`config.mk`:
```
export PLATFORM = sky130hd
export DESIGN_NAME = mux8_rr_arbiter
export DESIGN_NICKNAME = d
export VERILOG_FILES = /design/src/rtl/mux8_pkg.sv /design/src/rtl/rr_pick8.sv /design/src/rtl/mux8_rr_arbiter.sv
export SDC_FILE = /design/constraint.sdc
export NUM_CORES = 1
export LEC_CHECK = 0
export ABC_CLOCK_PERIOD_IN_PS = 4500
export BUFFER_PORTS_ARGS = -buffer_cell sky130_fd_sc_hd__buf_2
export CAP_MARGIN = 20
export CORE_AREA = 2 2 122 124
export CTS_CLUSTER_DIAMETER = 40
export CTS_CLUSTER_SIZE = 12
export DETAILED_ROUTE_END_ITERATION = 12
export DIE_AREA = 0 0 124 126
export PLACE_DENSITY = 0.57
export SKIP_CTS_REPAIR_TIMING = 1
export SLEW_MARGIN = 20
export SYNTH_ARGS = -nofsm -noshare
export SYNTH_HDL_FRONTEND = slang
export SYNTH_HIERARCHICAL = 1
export SYNTH_SLANG_ARGS = --single-unit
```
`constraint.sdc`:
```
create_clock -name CLK -period 4.5 [get_ports CLK]
set_input_delay 0.9 -clock CLK [delete_from_list [all_inputs] [get_ports CLK]]
set_output_delay 0.9 -clock CLK [all_outputs]
set_load 0.05 [all_outputs]
```
`src/rtl/mux8_pkg.sv`:
```
// Shared constants and FSM state type for the 8-way round-robin select arbiter.
package mux8_pkg;

    localparam int NUM_REQ = 8;
    localparam int SEL_W   = 3;

    typedef enum logic {
        IDLE = 1'b0,
        XFER = 1'b1
    } arb_state_t;

endpackage

```
`src/rtl/rr_pick8.sv`:
```
// Combinational round-robin picker: first set request at or after ptr_i, wrapping 7 -> 0.
module rr_pick8
    import mux8_pkg::*;
(
    input  logic [NUM_REQ-1:0] req_i,
    input  logic [SEL_W-1:0]   ptr_i,
    output logic [SEL_W-1:0]   win_o,
    output logic               any_o
);

    logic [NUM_REQ-1:0] rot;
    logic [SEL_W-1:0]   off;

    // Rotating the doubled vector puts requester ptr_i at bit 0, so the lowest set bit is the winner offset.
    always_comb begin
        rot = NUM_REQ'({req_i, req_i} >> ptr_i);
        off = '0;
        for (int i = NUM_REQ - 1; i >= 0; i--) begin
            if (rot[i]) off = SEL_W'(i);
        end
    end

    assign win_o = ptr_i + off;
    assign any_o = |req_i;

endmodule

```
`src/rtl/mux8_rr_arbiter.sv`:
```
// Round-robin owner of a shared 8:1 word select with bounded bursts and a valid/ready downstream port.
module mux8_rr_arbiter
    import mux8_pkg::*;
#(
    parameter int WIDTH     = 32,
    parameter int MAX_BURST = 4
) (
    input  logic                       CLK,
    input  logic                       RST,
    input  logic [NUM_REQ-1:0]         REQ,
    input  logic [NUM_REQ*WIDTH-1:0]   DATA_IN,
    output logic [NUM_REQ-1:0]         GRANT,
    output logic [SEL_W-1:0]           SELECT,
    output logic                       ENABLE,
    output logic [WIDTH-1:0]           DATA_OUT,
    output logic                       OUT_VALID,
    input  logic                       OUT_READY,
    output logic                       BUSY
);

    // Downstream handshake: a beat transfers on any cycle where OUT_VALID and OUT_READY are both high;
    // OUT_VALID never depends on OUT_READY, and GRANT pulses to the owner on exactly that cycle.

    arb_state_t       state_q, state_d;
    logic [SEL_W-1:0] sel_q, sel_d;
    logic [SEL_W-1:0] ptr_q, ptr_d;
    logic [3:0]       beat_q, beat_d;
    logic [SEL_W-1:0] pick_win;
    logic             pick_any;
    logic             owner_req;
    logic             last_beat;

    rr_pick8 u_pick (
        .req_i (REQ),
        .ptr_i (ptr_q),
        .win_o (pick_win),
        .any_o (pick_any)
    );

    assign owner_req = REQ[sel_q];
    assign last_beat = (beat_q == 4'(MAX_BURST - 1));

    always_ff @(posedge CLK) begin
        if (RST) begin
            state_q <= IDLE;
            sel_q   <= '0;
            ptr_q   <= '0;
            beat_q  <= '0;
        end else begin
            state_q <= state_d;
            sel_q   <= sel_d;
            ptr_q   <= ptr_d;
            beat_q  <= beat_d;
        end
    end

    always_comb begin
        state_d = state_q;
        sel_d   = sel_q;
        ptr_d   = ptr_q;
        beat_d  = beat_q;
        case (state_q)
            IDLE: begin
                if (pick_any) begin
                    sel_d   = pick_win;
                    beat_d  = '0;
                    state_d = XFER;
                end
            end
            XFER: begin
                // Release on withdrawal or on the final beat of the burst; the pointer moves past the owner.
                if (!owner_req) begin
                    ptr_d   = sel_q + 3'd1;
                    state_d = IDLE;
                end else if (OUT_READY) begin
                    beat_d = beat_q + 4'd1;
                    if (last_beat) begin
                        ptr_d   = sel_q + 3'd1;
                        state_d = IDLE;
                    end
                end
            end
            default: state_d = IDLE;
        endcase
    end

    always_comb begin
        GRANT     = '0;
        SELECT    = '0;
        ENABLE    = 1'b0;
        DATA_OUT  = '0;
        OUT_VALID = 1'b0;
        BUSY      = 1'b0;
        if (!RST && state_q == XFER) begin
            SELECT    = sel_q;
            ENABLE    = 1'b1;
            BUSY      = 1'b1;
            OUT_VALID = owner_req;
            DATA_OUT  = DATA_IN[sel_q*WIDTH +: WIDTH];
            if (owner_req && OUT_READY) GRANT = NUM_REQ'(1) << sel_q;
        end
    end

endmodule

```
==> flow_summary.ini <==
[status]
status = completed

[setup_path]
crit_required_ns = 3.60
worst_r2r_endpoint = sel_q[2]
cp-start-kind = register
cp-end-kind = output pin
critical_path_depth = 7
worst-path-buf-inv = 3
setup.worst_path.end = GRANT[4]
crit_top_cell = buf_4
crit_path_top_delay_cell = dfxtp_4
reg2reg_depth = 12
r2r-start = ptr_q[0]
cp_max_fo = 37
critPathKind = reg -> out
path_cells = buf_4 -> nand2b_1 -> o22ai_1 -> nor3_1 -> buf_4 -> and4_1 -> buf_2
cp-startpoint = sel_q[1]
crit_family = buffers and inverters
cpPeakStageDelay_ns = 0.66
arrival_ns = 2.52
r2r_slack_ns = 1.16

[synth]
synth_edf_count = 0
synth_top_area_share_pct = 44.12
syn_area_um2 = 3267
synth_cells = 334
ys_ff_latch = 11
synth.area.top_cells = mux4_2 44%, nand2_1 8.8%, dfxtp_1 6.7%, a21oi_1 5.8%, mux4_1 5.6%
ys_warn_count = 6
syn_nets = 610
ys_async_sr_fraction_pct = 0
synth_top_area_cell = mux4_2
synth_area_per_cell_um2 = 9.781
ys_seq_area_share_pct = 6.741
synth_cell_types = 44
ys.flop_type = dfxtp_1

[floorplan]
start_util_pct = 22.82
core_area_um2 = 14310
dieWidth_um = 124
fp.dieH_um = 126
dieArea_um2 = 15620
num_rows = 44
pin_count = 313

[layout]
fin_cells = 807
syn_to_final_growth_pct = 54.61
nNetsFinal = 898
drive_gt1_share_pct = 64.73
most-common-layout-cells = 312 x buf_2, 77 x nand2_1, 64 x mux4_2
layout_commonest_cell = buf_2
fillCellCount = 1536
fin_area_um2 = 5051

[sta]
slew_viol_final = 0
fmax_mhz = 292.7
worst_slew_pin_slew_ns = 0.7220
finalCriticalPeriod_ns = 3.417
slew_headroom_pct = 51.81
skew_ns = 0.004519
fin_crit_sh_pct = 75.92
rsz0062_at_grt = false
hold_viol = 0
tns_ns = 0
setup_viol = 0

[placed_design]
portBuffers = 312
dp_hpwl_um = 12180
dpl_cell_area_um2 = 4967
dp_cells = 801
gp_congestion = 0.9525

[power]
vdd_drop_max_mv = 0.1542
p_per_area_nw_per_um2 = 267.0
p_leak_uw = 0.002379

[clocking]
clkSinkCount = 11
root_buffer = clkbuf_16
cts_buffers = 3
clock_path_buffers = 2
cts_tree = done
h-tree-depth = 1
clk_latency_ns = 0.24
clk_pin_slew_ns = 0.04

[global_route]
antenna_found_initial = 2
grt_pass1_wl_um = 22070
grt_max_degree = 69
grt-ovfl-total = 0
grt_pass1_vias = 4077
grt_usage_pct = 18.28

[drt]
vias = 4018
routed_wl_um = 14610
firstDrtPassIters = 4
drc = 0
first_iter_violations = 230
ant_nets = 0
wl_per_cell_um = 18.11
avgViaCountPerCell = 4.979

[run]
max_cap_viol_count = 0

[hold_path]
min_path_type = reg -> reg
metrics by stage:
stage | total power, uW | hold WS [ns] | setup slack (ns) | util (%)
4_1_cts | 1360 | 0.4932 | 1.047 | 35.25
2_1_floorplan | 925.4 | 0.4576 | 1.237 | -
3_3_place_gp | 1190 | 0.4797 | 0.9325 | 34.70
3_5_place_dp | 1192 | 0.4880 | 0.8612 | 34.70
6_report | 1349 | 0.4947 | 1.083 | 35.29
5_1_grt | 1449 | 0.5522 | 0.8753 | 35.25
registers in the layout (all words and copies together), names as in the netlist:
name / flops
state_q: 1
sel_q: 3
ptr_q: 3
beat_q: 4
cell families after synthesis:
group	synth area share [%]
multiplexers	55.23
flip-flops	6.741
AO/OA/AOI/OAI	10.99
buffers and inverters	6.281
XOR/XNOR	0.5363
adder cells (fa/ha/maj)	3.677
AND/OR/NAND/NOR	16.55
power by group:
group          total, uW  leakage, uW  internal, uW  switching (uW)
clock                165    0.0000382           119            46.3
combinational       1010      0.00225           508             507
sequential           169    0.0000915           111            57.8
worst min-delay path, stage by stage, from the launching register on:
cell and delay [ns]:
dfxtp_1 0.33, nand2_1 0.06, a21oi_1 0.05
layout make-up:
type | count | area (um^2) | area share, %
multi-input combinational | 276 | 2844 | 56.30
timing repair buffer | 318 | 1619 | 32.05
tap | 184 | 230.2 | 4.558
antenna | 2 | 5.005 | 0.09908
clock buffer | 4 | 78.83 | 1.561
sequential | 11 | 229.0 | 4.533
inverter | 12 | 45.04 | 0.8918
how the worst min path moves through the flow:
stage / to / start / depth (start not counted)
6_report: beat_q[1] / beat_q[1] / 2
5_1_grt: beat_q[0] / beat_q[0] / 2
4_1_cts: beat_q[1] / beat_q[1] / 2
3_5_place_dp: beat_q[1] / beat_q[1] / 2
3_3_place_gp: beat_q[1] / beat_q[1] / 2
2_1_floorplan: beat_q[1] / beat_q[1] / 2
routing by layer:
layer / vias up / global-route usage [%] / share of wire (%)
met5: - / 0 / 0.089
met4: 2 / 4.032 / 1.5
met3: 22 / 3.804 / 7.6
met2: 169 / 32.06 / 52
met1: 1943 / 22.94 / 39
li1: 1882 / - / -
cell usage after synthesis (2+ instances only):
| cell type | number |
|---|---|
| dfxtp_1 | 11 |
| mux4_2 | 64 |
| nand2b_1 | 5 |
| nor3_1 | 5 |
| o21a_1 | 2 |
| xnor2_1 | 2 |
| and3_1 | 3 |
| mux2_4 | 2 |
| mux4_1 | 7 |
| nor2b_1 | 3 |
| mux2_2 | 7 |
| buf_4 | 2 |
| mux2i_1 | 7 |
| inv_1 | 12 |
| o211ai_1 | 3 |
| and4_1 | 6 |
| clkbuf_1 | 16 |
| ha_1 | 8 |
| buf_1 | 5 |
| nor4_1 | 2 |
| a31oi_1 | 2 |
| buf_2 | 11 |
| nor2_1 | 15 |
| a21oi_1 | 38 |
| nand2_1 | 77 |
No activity file was read; power rests on OpenSTA's default activity.
